`src/rtl/spi_pkg.sv`:
```
// Shared types and helpers for the SPI serial-clock / frame controller.
package spi_pkg;

   typedef enum logic [1:0] {
      IDLE  = 2'd0,
      LEAD  = 2'd1,
      RUN   = 2'd2,
      TRAIL = 2'd3
   } state_e;

   // SPI mode encodings, {cpol, cpha}
   localparam logic [1:0] MODE0 = 2'b00;
   localparam logic [1:0] MODE1 = 2'b01;
   localparam logic [1:0] MODE2 = 2'b10;
   localparam logic [1:0] MODE3 = 2'b11;

   // Data-path strobes for one SCLK edge, returned as {read, write}.
   // cpha=0 presents bit 0 from the LEAD phase, so the final trailing edge has nothing left to shift.
   function automatic logic [1:0] edge_strobes(input logic cpha, input logic leading, input logic last);
      if (!cpha) begin
         return {leading, ~leading & ~last};
      end
      return {~leading, leading};
   endfunction

endpackage

```
`src/rtl/spi_sclk_ctrl_if.sv`:
```
// Control/status bundle between the CPU-side registers and the SCLK/frame controller.
interface spi_sclk_ctrl_if #(
   parameter int unsigned DIV_W = 16,
   parameter int unsigned LEN_W = 6
);
   logic             start;
   logic [DIV_W-1:0] div;
   logic [LEN_W-1:0] frame_len;
   logic             cpol;
   logic             cpha;
   logic             SCLK;
   logic             SCLK_pulse;
   logic             read;
   logic             write;
   logic             cs_n;
   logic             busy;
   logic             done;
   logic [LEN_W-1:0] bit_idx;

   modport master (
      output start, div, frame_len, cpol, cpha,
      input  SCLK, SCLK_pulse, read, write, cs_n, busy, done, bit_idx
   );

   modport slave (
      input  start, div, frame_len, cpol, cpha,
      output SCLK, SCLK_pulse, read, write, cs_n, busy, done, bit_idx
   );
endinterface

```
`src/rtl/clk_tick_div.sv`:
```
// Loadable half-period tick counter: counts 0..term and flags the terminal cycle.
module clk_tick_div #(
   parameter int unsigned DIV_W = 16
) (
   input  logic             clk,
   input  logic             reset,
   input  logic             load,
   input  logic [DIV_W-1:0] load_val,
   input  logic             clr,
   input  logic             en,
   output logic             tc
);

   logic [DIV_W-1:0] cnt_q, cnt_d;
   logic [DIV_W-1:0] term_q, term_d;

   // Equality compare against the terminal value, so an all-ones divider never overflows.
   assign tc = en && (cnt_q == term_q);

   // Next count: clear wins, otherwise count and wrap on terminal count.
   always_comb begin
      term_d = load ? load_val : term_q;
      cnt_d  = cnt_q;
      if (clr) begin
         cnt_d = '0;
      end else if (en) begin
         cnt_d = (cnt_q == term_q) ? '0 : cnt_q + 1'b1;
      end
   end

   // Counter and terminal-value registers.
   always_ff @(posedge clk or posedge reset) begin
      if (reset) begin
         cnt_q  <= '0;
         term_q <= '0;
      end else begin
         cnt_q  <= cnt_d;
         term_q <= term_d;
      end
   end

endmodule

```
`src/rtl/spi_sclk_ctrl.sv`:
```
// Programmable-rate SCLK generator with CS framing and sample/shift strobes, all SPI modes.
module spi_sclk_ctrl
   import spi_pkg::*;
#(
   parameter int unsigned DIV_W = 16,
   parameter int unsigned LEN_W = 6
) (
   input logic            clk,
   input logic            reset,
   spi_sclk_ctrl_if.slave bus
);

   state_e           state_q, state_d;
   logic [LEN_W-1:0] len_q, len_d;
   logic             cpol_q, cpol_d;
   logic             cpha_q, cpha_d;
   logic [LEN_W:0]   e_q, e_d;
   logic             sclk_q, sclk_d;
   logic             pulse_q, pulse_d;
   logic             read_q, read_d;
   logic             write_q, write_d;
   logic             cs_n_q, cs_n_d;
   logic             busy_q, busy_d;
   logic             done_q, done_d;
   logic [LEN_W-1:0] bit_idx_q, bit_idx_d;

   logic             tc;
   logic             accept;
   logic             fire;
   logic             last_edge;
   logic [LEN_W:0]   e_last;

   assign accept    = (state_q == IDLE) && bus.start && (bus.frame_len != '0);
   // The LEAD terminal count is itself edge 0, so LEAD and RUN both fire SCLK edges.
   assign fire      = tc && ((state_q == LEAD) || (state_q == RUN));
   assign e_last    = {len_q, 1'b0} - 1'b1;
   assign last_edge = (e_q == e_last);

   clk_tick_div #(.DIV_W(DIV_W)) u_tick (
      .clk      (clk),
      .reset    (reset),
      .load     (accept),
      .load_val (bus.div),
      .clr      (accept),
      .en       (state_q != IDLE),
      .tc       (tc)
   );

   // State register.
   always_ff @(posedge clk or posedge reset) begin
      if (reset) begin
         state_q <= IDLE;
      end else begin
         state_q <= state_d;
      end
   end

   // Next-state: each non-idle phase advances on the shared tick counter's terminal count.
   always_comb begin
      state_d = state_q;
      unique case (state_q)
         IDLE:    if (accept)            state_d = LEAD;
         LEAD:    if (tc)                state_d = RUN;
         RUN:     if (tc && last_edge)   state_d = TRAIL;
         TRAIL:   if (tc)                state_d = IDLE;
         default:                        state_d = IDLE;
      endcase
   end

   // Output and frame-context next values; every output is registered from these.
   always_comb begin
      len_d     = len_q;
      cpol_d    = cpol_q;
      cpha_d    = cpha_q;
      e_d       = e_q;
      sclk_d    = sclk_q;
      pulse_d   = 1'b0;
      read_d    = 1'b0;
      write_d   = 1'b0;
      cs_n_d    = cs_n_q;
      busy_d    = busy_q;
      done_d    = 1'b0;
      bit_idx_d = (state_q == IDLE) ? '0 : e_q[LEN_W:1];

      unique case (state_q)
         IDLE: begin
            sclk_d = cpol_q;
            if (accept) begin
               len_d   = bus.frame_len;
               cpol_d  = bus.cpol;
               cpha_d  = bus.cpha;
               e_d     = '0;
               sclk_d  = bus.cpol;
               cs_n_d  = 1'b0;
               busy_d  = 1'b1;
               write_d = ~bus.cpha;
            end
         end
         TRAIL: begin
            if (tc) begin
               cs_n_d = 1'b1;
               busy_d = 1'b0;
               done_d = 1'b1;
            end
         end
         default: ;
      endcase

      if (fire) begin
         sclk_d            = ~sclk_q;
         pulse_d           = 1'b1;
         {read_d, write_d} = edge_strobes(cpha_q, ~e_q[0], last_edge);
         if (!last_edge) begin
            e_d = e_q + 1'b1;
         end
      end
   end

   // Datapath and output registers.
   always_ff @(posedge clk or posedge reset) begin
      if (reset) begin
         len_q     <= '0;
         cpol_q    <= 1'b0;
         cpha_q    <= 1'b0;
         e_q       <= '0;
         sclk_q    <= 1'b0;
         pulse_q   <= 1'b0;
         read_q    <= 1'b0;
         write_q   <= 1'b0;
         cs_n_q    <= 1'b1;
         busy_q    <= 1'b0;
         done_q    <= 1'b0;
         bit_idx_q <= '0;
      end else begin
         len_q     <= len_d;
         cpol_q    <= cpol_d;
         cpha_q    <= cpha_d;
         e_q       <= e_d;
         sclk_q    <= sclk_d;
         pulse_q   <= pulse_d;
         read_q    <= read_d;
         write_q   <= write_d;
         cs_n_q    <= cs_n_d;
         busy_q    <= busy_d;
         done_q    <= done_d;
         bit_idx_q <= bit_idx_d;
      end
   end

   assign bus.SCLK       = sclk_q;
   assign bus.SCLK_pulse = pulse_q;
   assign bus.read       = read_q;
   assign bus.write      = write_q;
   assign bus.cs_n       = cs_n_q;
   assign bus.busy       = busy_q;
   assign bus.done       = done_q;
   assign bus.bit_idx    = bit_idx_q;

endmodule
```
`src/flat_wrapper.sv`:
```
// flat-port wrapper written by rule: the top's interface ports become plain ports
module spi_sclk_ctrl_flat import spi_pkg::*;
#(
   parameter int unsigned DIV_W = 16,
   parameter int unsigned LEN_W = 6
)
  (clk, reset, bus_start, bus_div, bus_frame_len, bus_cpol, bus_cpha, bus_SCLK, bus_SCLK_pulse, bus_read, bus_write, bus_cs_n, bus_busy, bus_done, bus_bit_idx);
  spi_sclk_ctrl_if #(.DIV_W(DIV_W), .LEN_W(LEN_W)) bus_i ();
  input logic clk;
  input logic reset;
  input wire logic [$bits(bus_i.start)-1:0] bus_start;
  input wire logic [$bits(bus_i.div)-1:0] bus_div;
  input wire logic [$bits(bus_i.frame_len)-1:0] bus_frame_len;
  input wire logic [$bits(bus_i.cpol)-1:0] bus_cpol;
  input wire logic [$bits(bus_i.cpha)-1:0] bus_cpha;
  output wire logic [$bits(bus_i.SCLK)-1:0] bus_SCLK;
  output wire logic [$bits(bus_i.SCLK_pulse)-1:0] bus_SCLK_pulse;
  output wire logic [$bits(bus_i.read)-1:0] bus_read;
  output wire logic [$bits(bus_i.write)-1:0] bus_write;
  output wire logic [$bits(bus_i.cs_n)-1:0] bus_cs_n;
  output wire logic [$bits(bus_i.busy)-1:0] bus_busy;
  output wire logic [$bits(bus_i.done)-1:0] bus_done;
  output wire logic [$bits(bus_i.bit_idx)-1:0] bus_bit_idx;
  assign bus_i.start = bus_start;
  assign bus_i.div = bus_div;
  assign bus_i.frame_len = bus_frame_len;
  assign bus_i.cpol = bus_cpol;
  assign bus_i.cpha = bus_cpha;
  assign bus_SCLK = bus_i.SCLK;
  assign bus_SCLK_pulse = bus_i.SCLK_pulse;
  assign bus_read = bus_i.read;
  assign bus_write = bus_i.write;
  assign bus_cs_n = bus_i.cs_n;
  assign bus_busy = bus_i.busy;
  assign bus_done = bus_i.done;
  assign bus_bit_idx = bus_i.bit_idx;
  spi_sclk_ctrl #(.DIV_W(DIV_W), .LEN_W(LEN_W)) u_core (.clk(clk), .reset(reset), .bus(bus_i));
endmodule
```
`config.mk`:
```
export PLATFORM = sky130hd
export DESIGN_NAME = spi_sclk_ctrl_flat
export DESIGN_NICKNAME = d
export VERILOG_FILES = /design/src/rtl/spi_pkg.sv /design/src/rtl/spi_sclk_ctrl_if.sv /design/src/rtl/clk_tick_div.sv /design/src/rtl/spi_sclk_ctrl.sv /design/src/flat_wrapper.sv
export SDC_FILE = /design/constraint.sdc
export NUM_CORES = 1
export LEC_CHECK = 0
export CAP_MARGIN = 20
export CORE_MARGIN = 2
export CORE_UTILIZATION = 48
export CTS_BUF_LIST = sky130_fd_sc_hd__clkbuf_16
export CTS_CLUSTER_SIZE = 25
export DETAILED_ROUTE_END_ITERATION = 16
export GPL_ROUTABILITY_DRIVEN = 0
export HOLD_SLACK_MARGIN = 0.15
export PLACE_DENSITY = 0.74
export REMOVE_ABC_BUFFERS = 1
export SYNTH_ARGS = -nofsm -noshare
export SYNTH_HDL_FRONTEND = slang
export SYNTH_SLANG_ARGS = --single-unit
```
`constraint.sdc`:
```
create_clock -name clk -period 2.1 [get_ports clk]
set_input_delay 0.42 -clock clk [delete_from_list [all_inputs] [get_ports clk]]
set_output_delay 0.42 -clock clk [all_outputs]
set_load 0.01 [all_outputs]
```
Yosys cells after proc, flatten, opt, wreduce, memory -nomap -nowiden
Index checks and enable logic that the tools add are counted.
Word-level totals
  flip-flop bits (word level): 62
  input port bits: 27
  output and inout bits: 13
  logic and storage cells: 80
Cells by class
  $add $sub $neg: 3
  equality and inequality tests: 9
  multiplexer cells: 33
  bitwise gates (word level): 5
  reductions and logical operators: 15
Operators by type and width (count)
  two-way mux 16 bit: 3
  two-way mux 7 bit: 4
  adder 16 x 1 -> 16 bit (second input constant): 1
  == test 16 bit: 1
  two-way mux 1 bit: 16
  two-way mux 2 bit: 6
  one-hot mux 2 bit (4 select lines): 1
  nonzero test 2 bit: 4
  adder 7 x 1 -> 7 bit (second input constant): 1
  == test 7 bit: 1
  subtractor 7 x 1 -> 7 bit (second input constant): 1
  two-way mux 6 bit: 1
  nonzero test 6 bit: 1
  logical AND 1 bit: 5
  == test 2 bit (second input constant): 2
  != test 2 x 1 -> 1 bit (second input constant): 2
  != test 2 bit (second input constant): 2
  inverter 1 bit: 4
  one-hot mux 1 bit (2 select lines): 2
  AND reduction 4 bit: 1
  AND reduction 3 bit: 1
  == test 2 x 1 -> 1 bit (second input constant): 1
  logical NOT 2 bit: 1
  AND reduction 2 bit: 1
  2 further kinds: 2

Depth between registers and ports, before layout
Gate-level depths: netlist (run 1).
  depth after elaboration: 7
  gate-level depth with buffers: 9
  depth with buffers taken out: 8

By module
From an unflattened synthesis (run 1), not the netlist that was laid out.
Unflattened totals
  cells, all modules: 307
  area total of the unflattened synthesis: 3308.2 µm²
Modules (own cells, without submodules)
  clk_tick_div: instances 1, cells each 145, area an instance 1670.4 µm², seq. area each 800.8 µm²
  spi_sclk_ctrl: instances 1, cells each 162, area an instance 1637.8 µm², seq. area each 752.0 µm²

Worst setup path after synthesis (run 1)
Ideal clock, no wire load.
  path kind: input to register
  start point: input bus_frame_len[0]
  end point: register u_core.state_q[1]
  setup time: 0.125 ns
  arrival: 2.015 ns
  data required time: 1.975 ns
  slack: -0.039 ns
  cell stages on the path: 6
  path buffers: 0
  cells stage by stage: or4_4 > o31ai_4 > nand2_2 > a32o_1 > a21oi_1 > mux2_2
On the way
  longest elaborated chain between the ends: 4
RTL lines
  start: declaration: RTL line flat_wrapper.sv:13  | input wire logic [$bits(bus_i.frame_len)-1:0] bus_frame_len;
  nonzero test 6 bit: RTL line spi_sclk_ctrl.sv:33  | assign accept = (state_q == IDLE) && bus.start && (bus.frame_len != '0);
  logical AND 1 bit: RTL line spi_sclk_ctrl.sv:33
  != test 2 bit (no source line)
  AND reduction 4 bit (no source line)
  end signal: assignment: RTL line spi_sclk_ctrl.sv:54  | state_q <= state_d;
  end: declaration: RTL line spi_sclk_ctrl.sv:13  | state_e state_q, state_d;
Every way passes these cells.
A chain may end at the register's enable or synchronous reset.

Worst setup path in the final report (run 1)
  start point: register u_core.len_q[1]
  end point: register u_core.e_q[4]
On the way
  longest elaborated chain between the ends: 4
RTL lines
  start: declaration: RTL line spi_sclk_ctrl.sv:14  | logic [LEN_W-1:0] len_q, len_d;
  start signal: assignment: RTL line spi_sclk_ctrl.sv:135  | len_q <= len_d;
  subtractor 7 x 1 -> 7 bit: RTL line spi_sclk_ctrl.sv:36  | assign e_last = {len_q, 1'b0} - 1'b1;
  == test 7 bit: RTL line spi_sclk_ctrl.sv:37  | assign last_edge = (e_q == e_last);
  two-way mux 7 bit: RTL line spi_sclk_ctrl.sv:113  | if (!last_edge) begin
  two-way mux 7 bit: RTL line spi_sclk_ctrl.sv:109  | if (fire) begin
  named net u_core.e_d[4]: RTL line spi_sclk_ctrl.sv:17  | logic [LEN_W:0] e_q, e_d;
  end signal: assignment: RTL line spi_sclk_ctrl.sv:125  | e_q <= '0;
  end signal: assignment: RTL line spi_sclk_ctrl.sv:138  | e_q <= e_d;
  end: declaration: RTL line spi_sclk_ctrl.sv:17
The timed path passes the listed nets, and every way through them passes these cells.

==> metrics.cfg, run 1 <==
[outcome]
status = complete, but fails checks
violations = negative setup slack

[worst_setup_path]
start_kind = register
cp.required_ns = 2.31
crit_arrival_ns = 2.32
reg2reg_depth = 10
worstSetupPathType = register to register
crit_fanout = 4
end_kind = register

[yosys]
synthFlopType = dfrtp_1
synth-seq-cells = 62
synth_cell_type_count = 42
syn_area_mm2 = 0.00310
yosysSeqAreaShare = 0.501
synth-async-reset-ratio = 1.00
yosys_warnings = 0
syn_inst = 289
synth-edff-count = 0
syn_area_per_cell_um2 = 10.7

[finish]
nets = 408
area.growth.synth_to_final_pct = 38.6
final_cells = 456
stdcell_area_mm2 = 0.00430
drive_gt1_frac = 0.293
final_cell_mix = dfrtp_1, buf_4, clkdlybuf4s50_1, nand2_1, o21ai_0
mostFrequentLayoutCell = dfrtp_1
insertedDiodeCount = 0

[power_and_ir_drop]
power_density_mw_per_mm2 = 1200
power_mw = 5.14
peakVddDrop_v = 0.000695
leakage_nw = 1.85
combPwrFrac = 0.407
p_seq_frac = 0.345
p_int_mw = 3.41
p_clk_frac = 0.248
p_sw_frac = 0.336
p_sw_mw = 1.73

[floorplan]
start_util = 0.491
die_w_um = 84.4
dieArea_mm2 = 0.00712
die_h_um = 84.4
num_rows = 29
core_mm2 = 0.00631
io_pins = 40

[clock_tree]
htree_levels = 3
clkSinkCount = 62
clk_path_buf_depth = 2
cts_tree = built
hold_buffers = 0
cts_buffers = 9
clk_pin_slew_ns = 0.05
cts_root_buf = clkbuf_16
insertion_delay_ns = 0.33

[drt]
drtIter0Drc = 148
dr.pass1.iters = 4
ant_nets = 0
finalWirelength_um = 7060
routed-via-count = 2500
post_drt_via_cell_ratio = 5.48
wire_per_inst_um = 15.5
drc = 0

[timing]
hold_violations = 0
slew_headroom = 0.687
tightest_slew_ns = 0.466
slew_violations = 0
post-route-min-period_ns = 2.11
rsz0062_at_grt = true
clock.fmax_mhz = 475
setup_ws_ns = -0.00533
setup_viol = 2
post-route-period-util = 1.00
fin_tns_setup_ns = -0.00635
clock_skew_ns = 0.00721

[place]
port_buffers = 39
dp_cells = 428
place_area_mm2 = 0.00384
hpwl_um = 4660

[worst_hold_path]
hold_depth = 2
hold_class = input pin to register

[grt]
overflow = 0
grt_max_degree = 63
grt_pass1_vias = 2445
antenna_found_initial = 0
grt_util_all_layers = 0.210
grt_pass1_wl_um = 11700

[flow_run]
maxCapViolations = 0

[worst paths after layout]
check                                                  from  slack, ns                           to
worst max-delay path            u_core.len_q[1]$_DFFE_PP0P_     -0.005      u_core.e_q[4]$_DFF_PP0_
worst min-delay path                       bus_frame_len[2]       0.48  u_core.len_q[2]$_DFFE_PP0P_
worst max register to register  u_core.len_q[1]$_DFFE_PP0P_     -0.005      u_core.e_q[4]$_DFF_PP0_
worst min register to register  u_core.bus.cs_n$_DFFE_PP1P_       0.49  u_core.bus.cs_n$_DFFE_PP1P_
max in group asynchronous                             reset       1.32  u_core.bus.cs_n$_DFFE_PP1P_
min in group asynchronous                             reset       0.50    u_core.bus.done$_DFF_PP0_
[Yosys cell counts (6+ instances only)]
cell / n / share of area
and3_1: 6 / 0.012
nand2_1: 33 / 0.040
xnor2_1: 21 / 0.059
o31ai_1: 6 / 0.015
nand3_1: 10 / 0.016
dfrtp_1: 61 / 0.49
o21ai_0: 28 / 0.045
nor2b_1: 8 / 0.016
nand4_1: 7 / 0.014
inv_1: 10 / 0.012
ha_1: 7 / 0.028
xor2_1: 8 / 0.023
mux2_2: 23 / 0.084
nor2_1: 8 / 0.0097
[power by group through the flow]
| stage | clock [mW] | combinational [mW] | sequential, mW |
|---|---|---|---|
| 3_3_place_gp | 0 | 1.70 | 1.75 |
| 6_report | 1.28 | 2.09 | 1.77 |
| 4_1_cts | 1.29 | 1.87 | 1.76 |
| 2_1_floorplan | 0 | 1.17 | 1.74 |
| 3_5_place_dp | 0 | 1.77 | 1.76 |
| 5_1_grt | 1.35 | 2.29 | 1.81 |
[layout make-up]
| type | instances | area, um2 |
|---|---|---|
| clock buffer | 9 | 225 |
| sequential | 62 | 1560 |
| tap | 77 | 96.3 |
| timing repair buffer | 83 | 761 |
| clock inverter | 7 | 31.3 |
| inverter | 10 | 37.5 |
| multi-input combinational | 208 | 1590 |
| fill | 462 | 2020 |
[cell families after synthesis]
logic type,Yosys count,synth area share
muxes,25,0.0900
and+or+nand+nor,88,0.145
DFF,62,0.501
xor gates and xnor gates,29,0.0819
adders and majority gates,7,0.0282
buffers and inverters,19,0.0242
AOI/OAI and AO/OA,59,0.130
[sequential cells by signal, indices dropped and copies added (netlist names)]
name / flops
u_core.bus.done: 1
u_core.u_tick.term_q: 16
u_core.bus.busy: 1
u_core.e_q: 7
u_core.bus.cs_n: 1
u_core.cpha_q: 1
u_core.bus.write: 1
u_core.cpol_q: 1
u_core.len_q: 6
u_core.bus.SCLK: 1
u_core.bus.bit_idx: 6
u_core.state_q: 2
u_core.bus.SCLK_pulse: 1
u_core.bus.read: 1
u_core.u_tick.cnt_q: 16
[per-layer routing]
layer,track usage,routed length (um),vias up
li1,-,-,1206
met1,0.277,3100,1212
met2,0.323,3410,69
met3,0.0629,390,13
met4,0.0938,162,0
met5,0,0,-
[repair_timing]
item                                    4_1_cts  5_1_grt
resized for setup                            11       23
endpoints found under the setup margin        9       19
pin swaps                                     9       12
setup buffers                                 6        4
cloned                                        0        2
[critical path, stage by stage (launching register included)]
cell       delay, ns
dfrtp_1         0.39
buf_4           0.14
buf_4           0.13
nor3_1          0.31
a21oi_1         0.16
o2111ai_2       0.14
o311ai_2        0.11
buf_4           0.18
buf_4           0.14
o21ai_0         0.22
a21oi_2         0.08
[metrics by stage]
| step | utilization | setup WS, ns | hold slack (ns) |
|---|---|---|---|
| 2_1_floorplan | - | -0.717 | 0.466 |
| 3_3_place_gp | 0.608 | -0.434 | 0.467 |
| 3_5_place_dp | 0.608 | -0.463 | 0.478 |
| 4_1_cts | 0.660 | -0.0102 | 0.478 |
| 5_1_grt | 0.681 | -0.200 | 0.500 |
| 6_report | 0.681 | -0.00533 | 0.481 |
(Power assumes the default switching activity.)
==> inputs of run 2 (changes only) <==
- DONT_BUFFER_PORTS: not set -> 1
- GPL_TIMING_DRIVEN: not set -> 0
- PLACE_DENSITY: 0.74 -> 0.65
==> run 2 against run 1 <==
  * The flow still finishes with violations (negative setup slack)
  * Cell area shrank 11%
  * First-iteration DRC count shrank 6.1%
  * Final cell count shrank 12%
  * Critical path type unchanged
==> metrics.cfg, run 2 (synthesized netlist as in run 1, its figures left out) <==
[outcome]
status = complete, but fails checks  ; unchanged
violations = negative setup slack  ; unchanged

[floorplan]
start_util = 0.491  ; unchanged
die_h_um = 84.4  ; unchanged
dieArea_mm2 = 0.00712  ; unchanged
io_pins = 40  ; unchanged
num_rows = 29  ; unchanged
die_w_um = 84.4  ; unchanged
core_mm2 = 0.00631  ; unchanged

[drt]
post_drt_via_cell_ratio = 5.74  ; was 5.48
dr.pass1.iters = 4  ; unchanged
wire_per_inst_um = 16.3  ; was 15.5 um
route.met3.wl_um = 319  ; was 390 um
wl_met1_um = 3070  ; was 3100 um
drtIter0Drc = 139  ; was 148
routed-via-count = 2309  ; was 2500
drc = 0  ; unchanged
finalWirelength_um = 6540  ; was 7060 um
routed.top_layer = met4  ; unchanged
wl_met2_um = 3030  ; was 3410 um
ant_nets = 0  ; unchanged

[worst_hold_path]
hold_class = input pin to register  ; unchanged

[finish]
stdcell_area_mm2 = 0.00384  ; was 0.00430 mm2
fillerInstances = 529  ; was 462
final_cell_mix = dfrtp_1, nand2_1, o21ai_0, mux2_2, buf_4  ; was dfrtp_1, buf_4, clkdlybuf4s50_1, nand2_1, o21ai_0
insertedDiodeCount = 0  ; unchanged
drive_gt1_frac = 0.317  ; was 0.293
biggestRegsByFlops = u_core.u_tick.cnt_q: 16 flops, u_core.u_tick.term_q: 16 flops, u_core.e_q: 7 flops  ; unchanged
area.growth.synth_to_final_pct = 23.7  ; was 38.6%
mostFrequentLayoutCell = dfrtp_1  ; unchanged
nets = 354  ; was 408

[place]
hpwl_um = 4330  ; was 4660 um
place_area_mm2 = 0.00321  ; was 0.00384 mm2
port_buffers = 0  ; was 39

[timing]
clock_skew_ns = 0.00766  ; was 0.00721 ns
slew_headroom = 0.602  ; was 0.687
post-route-period-util = 1.01  ; was 1.00
fin_tns_setup_ns = -0.0279  ; was -0.00635 ns
tightest_slew_ns = 0.595  ; was 0.466 ns
hold_violations = 0  ; unchanged
clock.fmax_mhz = 470  ; was 475 MHz
setup_ws_ns = -0.0279  ; was -0.00533 ns
rsz0062_at_grt = true  ; unchanged
slew_violations = 0  ; unchanged
post-route-min-period_ns = 2.13  ; was 2.11 ns
setup_viol = 1  ; was 2

[grt]
grt_max_degree = 36  ; was 63
overflow = 0  ; unchanged
grt_pass1_vias = 2188  ; was 2445
antenna_found_initial = 0  ; unchanged
grt_util_all_layers = 0.188  ; was 0.210
grt_pass1_wl_um = 10400  ; was 11700 um

[clock_tree]
clkSinkCount = 62  ; unchanged
cts_buffers = 9  ; unchanged
cts_tree = built  ; unchanged
htree_levels = 3  ; unchanged
clk_pin_slew_ns = 0.05  ; about the same
cts_root_buf = clkbuf_16  ; unchanged
clk_path_buf_depth = 2  ; unchanged
insertion_delay_ns = 0.33  ; about the same

[worst_setup_path]
max_stage_delay_ns = 0.44  ; was 0.39 ns
end_kind = register  ; unchanged
start_kind = register  ; unchanged
crit_arrival_ns = 2.38  ; was 2.32 ns
slowest_stage = dfrtp_2  ; was dfrtp_1
worstSetupPathType = register to register  ; unchanged
crit_fanout = 7  ; was 4
cp.required_ns = 2.36  ; was 2.31 ns
path_cells = xnor2_1 > nand4_1 > nor4_4 > o311ai_4 > buf_12 > or3_1 > a21oi_2  ; was buf_4 > buf_4 > nor3_1 > a21oi_1 > o2111ai_2 > o311ai_2 > buf_4 > buf_4 > o21ai_0 > a21oi_2

[power_and_ir_drop]
peakVddDrop_v = 0.000734  ; was 0.000695 V
power_density_mw_per_mm2 = 1280  ; was 1200 mW/mm2
leakage_nw = 1.63  ; was 1.85 nW

[flow_run]
maxCapViolations = 0  ; unchanged

[run 2: changes by cell type in the layout (fill, tap and decap cells not counted), sizes merged]
cell           delta
buf              -16
dlygate4sd2       -4
clkdlybuf4s50    -35
clkinv            -1
inv               +1
dlygate4sd3       +1
[run 2: stage by stage]
step | power (mW) | hold slack (ns) | cells | utilization | setup slack, ns
floorplan | 2.91 | 0.466 | 280 | - | -0.717
global placement | 3.17 | 0.483 | 357 | 0.501 | -1.79
global route | 5.22 | 0.215 | 402 | 0.608 | -0.112
detailed placement | 3.27 | 0.409 | 360 | 0.508 | -0.391
CTS | 4.75 | 0.210 | 388 | 0.578 | -0.0174
finish | 4.92 | 0.215 | 402 | 0.608 | -0.0279
[run 2: final cells by class]
| cell class | instances | area, um2 | area share |
|---|---|---|---|
| flip-flops and latches | 62 | 1560 | 0.408 |
| well taps | 77 | 96.3 | 0.0251 |
| clock buffers | 9 | 225 | 0.0587 |
| repair buffers | 29 | 274 | 0.0714 |
| multi-input cells | 208 | 1610 | 0.419 |
| inverters | 10 | 37.5 | 0.00978 |
| clock inverters | 7 | 32.5 | 0.00848 |
[run 2: routing by layer]
layer,track usage,up-vias
met5,0,-
met4,0.0981,0
met3,0.0560,12
met2,0.271,59
met1,0.258,1139
li1,-,1099
[run 2: final timing paths]
path	cells after the start	end	slack, ns	from
hold / removal	1	u_core.bus.write$_DFF_PP0_	0.21	bus_cpha
min in group asynchronous	2	u_core.bus.SCLK_pulse$_DFF_PP0_	0.62	reset
max in group asynchronous	3	u_core.bus.cs_n$_DFFE_PP1P_	0.83	reset
hold reg to reg	2	u_core.bus.cs_n$_DFFE_PP1P_	0.51	u_core.bus.cs_n$_DFFE_PP1P_
setup / recovery	7	u_core.e_q[4]$_DFF_PP0_	-0.03	u_core.u_tick.cnt_q[0]$_DFFE_PP0P_
setup reg to reg	7	u_core.e_q[4]$_DFF_PP0_	-0.03	u_core.u_tick.cnt_q[0]$_DFFE_PP0P_
[run 2: critical path: cells and delay by family (launching register included)]
| kind | cells | cell delay [ns] |
|---|---|---|
| simple gates | 3 | 1.00 |
| flops | 1 | 0.44 |
| compound gates | 2 | 0.31 |
| buf+inv | 1 | 0.17 |
| xor+xnor | 1 | 0.15 |
[run 2: power by group]
group          internal, mW  switching (mW)  leakage, nW
Sequential             1.52           0.300        0.781
Clock                 0.776           0.498        0.137
Combinational         0.957           0.870        0.708
Total                  3.25            1.67         1.63
[run 2: repair_timing]
action                                  4_1_cts  5_1_grt
cloned                                        0        1
endpoints found under the setup margin       40       21
hold endpoints to repair                     27        0
resized for setup                            15       20
buffers inserted                             11       13
pin swaps                                     8       10
hold buffers                                  1        0
==> inputs of run 3 (changes only) <==
- ABC_AREA: not set -> 1
- HOLD_SLACK_MARGIN: 0.15 -> 0.03
==> run 3 against run 2 <==
  * The flow now finishes without violations
  * Cell area up 3.0%
  * Core utilization down 5.4 points
  * Highest routed layer unchanged
  * Largest power group unchanged
  * Synthesized area up 12%
  * Maximum frequency up 10%
  * Worst hold slack worse by 0.0065 ns
  * Non-clock buffer count down 20
==> metrics.cfg, run 3 <==
[finish]
area.growth.synth_to_final_pct = 13.3  ; was 23.7%
fin_util = 0.554  ; was 0.608
stdcell_area_mm2 = 0.00395  ; was 0.00384 mm2
multi_input_area_mm2 = 0.00167  ; was 0.00161 mm2
fillerInstances = 705  ; was 529
final_cell_mix = nand2_1, dfrtp_1, inv_1, nor2_1, o21ai_0  ; was dfrtp_1, nand2_1, o21ai_0, mux2_2, buf_4
biggestRegsByFlops = u_core.u_tick.cnt_q: 16 flops, u_core.u_tick.term_q: 16 flops, u_core.e_q: 7 flops  ; unchanged
drive_gt1_frac = 0.100  ; was 0.317
insertedDiodeCount = 0  ; unchanged
mostFrequentLayoutCell = nand2_1  ; was dfrtp_1
regArea_mm2 = 0.00155  ; was 0.00156 mm2
nets = 520  ; was 354

[grt]
grt_pass1_wl_um = 12700  ; was 10400 um
grt_max_degree = 42  ; was 36
grt_pass1_vias = 2694  ; was 2188
antenna_found_initial = 0  ; unchanged
grt_util_all_layers = 0.209  ; was 0.188
overflow = 0  ; unchanged

[yosys]
syn_inst = 473  ; was 289
yosys_warnings = 0  ; unchanged
yosysSeqAreaShare = 0.445  ; was 0.501
synth_most_common_cell = nand2_1  ; was dfrtp_1
synth_cell_type_count = 31  ; was 42
synth_common_cells = nand2_1, dfrtp_1, inv_1  ; was dfrtp_1, nand2_1, o21ai_0
synth-seq-cells = 62  ; unchanged
yosysTopAreaCellShare = 0.438  ; was 0.492
synth_area_leader_cell = dfrtp_1  ; unchanged
synthFlopType = dfrtp_1  ; unchanged
syn_area_mm2 = 0.00349  ; was 0.00310 mm2
ys_top_cells_by_area = dfrtp_1, nand2_1, inv_1  ; was dfrtp_1, mux2_2, xnor2_1
syn_area_per_cell_um2 = 7.37  ; was 10.7 um2
synth-edff-count = 0  ; unchanged
synth-async-reset-ratio = 1.00  ; unchanged

[power_and_ir_drop]
power_density_mw_per_mm2 = 1340  ; was 1280 mW/mm2
leakage_nw = 2.01  ; was 1.63 nW
peakVddDrop_v = 0.000727  ; was 0.000734 V

[drt]
wire_per_inst_um = 13.2  ; was 16.3 um
dr.pass1.iters = 5  ; was 4
ant_nets = 0  ; unchanged
drtIter0Drc = 211  ; was 139
drc = 0  ; unchanged
routed-via-count = 2920  ; was 2309
finalWirelength_um = 7770  ; was 6540 um
post_drt_via_cell_ratio = 4.97  ; was 5.74

[worst_setup_path]
reg2reg_depth = 13  ; was 7
start_kind = register  ; unchanged
rr_startpoint = u_core.len_q[0]$_DFFE_PP0P_  ; was u_core.u_tick.cnt_q[0]$_DFFE_PP0P_
cp.required_ns = 2.31  ; was 2.36 ns
crit_fanout = 8  ; was 7
worstSetupPathType = register to register  ; unchanged
rrSetupSlack_ns = 0.16  ; was -0.03 ns
crit_arrival_ns = 2.14  ; was 2.38 ns
r2r-end = u_core.state_q[1]$_DFFE_PP0P_  ; was u_core.e_q[4]$_DFF_PP0_
end_kind = register  ; unchanged

[worst_hold_path]
hold_end = u_core.u_tick.term_q[3]$_DFFE_PP0N_  ; was u_core.bus.write$_DFF_PP0_
min_from = bus_div[3]  ; was bus_cpha
hold_depth = 2  ; was 1
hold_class = input pin to register  ; unchanged

[floorplan]
io_pins = 40  ; unchanged
die_h_um = 89.2  ; was 84.4 um
die_w_um = 89.2  ; was 84.4 um
core_mm2 = 0.00714  ; was 0.00631 mm2
dieArea_mm2 = 0.00796  ; was 0.00712 mm2
start_util = 0.489  ; was 0.491
num_rows = 31  ; was 29

[timing]
clock_skew_ns = 0.00705  ; was 0.00766 ns
tightest_slew_ns = 0.475  ; was 0.595 ns
setup_viol = 0  ; was 1
slew_headroom = 0.683  ; was 0.602
whs_ns = 0.208  ; was 0.215 ns
clock.fmax_mhz = 517  ; was 470 MHz
hold_violations = 0  ; unchanged
slew_violations = 0  ; unchanged
post-route-period-util = 0.921  ; was 1.01
post-route-min-period_ns = 1.94  ; was 2.13 ns
fin_tns_setup_ns = 0  ; was -0.0279 ns

[clock_tree]
insertion_delay_ns = 0.32  ; was 0.33 ns
cts_root_buf = clkbuf_16  ; unchanged
cts_tree = built  ; unchanged
htree_levels = 3  ; unchanged
clk_path_buf_depth = 2  ; unchanged
clkSinkCount = 62  ; unchanged
clk_pin_slew_ns = 0.05  ; about the same
cts_buffers = 9  ; unchanged

[place]
port_buffers = 0  ; unchanged
hpwl_um = 5180  ; was 4330 um
place_area_mm2 = 0.00362  ; was 0.00321 mm2

[outcome]
status = complete, no violations  ; was complete, but fails checks

[flow_run]
maxCapViolations = 0  ; unchanged

## run 3: cell count changes in the layout (fill, tap and decap cells not counted), moves of 7 or more
cell / change
buf_4: -16
dfrtp_1: +9
dfrtp_2: -9
inv_1: +51
mux2_2: -23
nand2_1: +146
nand3_1: +9
nor2_1: +39
nor2b_1: -8
xnor2_1: -16
xor2_1: +7
## run 3: repair_timing
item | 4_1_cts | 5_1_grt
buffers inserted | 2 | 4
setup endpoints to repair | 49 | 15
cloned | 1 | 0
hold buffers | 1 | 0
pin swaps | 0 | 1
gates resized for setup | 5 | 2
hold endpoints to repair | 20 | 0
## run 3: layout make-up
class	count	area share
Clock buffer	9	0.0570
Clock inverter	5	0.00538
Inverter	64	0.0617
Multi-Input combinational cell	339	0.424
Sequential cell	62	0.393
Tap cell	99	0.0313
Timing Repair Buffer	9	0.0260
Timing Repair inverter	1	0.00190
## run 3: cell families after synthesis
logic type	count (synthesis)	share of synthesized area
AOI/OAI and AO/OA	37	0.0599
xor gates and xnor gates	17	0.0427
adders and majority gates	7	0.0251
buffers and inverters	72	0.0811
DFF	62	0.445
and+or+nand+nor	278	0.346
## run 3: worst max-delay path: stages (launching register included)
cell	delay, ns
dfrtp_1	0.40
inv_1	0.13
ha_1	0.21
inv_1	0.05
nand2_1	0.08
nand2_1	0.05
nand2_1	0.05
nand2_1	0.08
nor2_4	0.24
nand3_4	0.18
nand2_1	0.15
nand2_1	0.08
nand2_1	0.06
nand2_1	0.05
## run 3: per-stage QoR
step	total power [mW]	setup WS (ns)	cells
finish	5.29	0.165	588
global route	5.73	-0.00711	588
CTS	5.27	0.0381	584
detailed placement	3.92	-0.621	566
global placement	3.82	-0.928	564
floorplan	3.40	-0.0890	465
## run 3: where the power goes
group	internal, mW	leakage, nW	switching [mW]	total (mW)
clock	0.765	0.131	0.484	1.25
sequential	1.57	0.804	0.324	1.90
combinational	0.735	1.08	1.40	2.14
total	3.07	2.01	2.21	5.29
## run 3: per-layer routing
layer / GRT usage / up-vias / part of all wire
met2: 0.322 / 77 / 0.45
met4: 0.0624 / 0 / 0.011
met5: 0 / - / 0
li1: - / 1491 / -
met3: 0.0563 / 8 / 0.053
met1: 0.291 / 1344 / 0.49
## run 3: worst max-delay path by stage
stage | slack, ns | depth (start not counted) | to | start
detailed placement | -0.62 | 12 | u_core.e_q[3]$_DFF_PP0_ | u_core.state_q[1]$_DFFE_PP0P_
floorplan | -0.09 | 11 | u_core.e_q[1]$_DFF_PP0_ | u_core.state_q[0]$_DFFE_PP0P_
global route | -0.007 | 12 | u_core.state_q[1]$_DFFE_PP0P_ | u_core.len_q[0]$_DFFE_PP0P_
global placement | -0.93 | 12 | u_core.bus.SCLK$_DFFE_PP0P_ | u_core.state_q[0]$_DFFE_PP0P_
CTS | 0.04 | 12 | u_core.e_q[2]$_DFF_PP0_ | u_core.state_q[0]$_DFFE_PP0P_
finish | 0.16 | 13 | u_core.state_q[1]$_DFFE_PP0P_ | u_core.len_q[0]$_DFFE_PP0P_
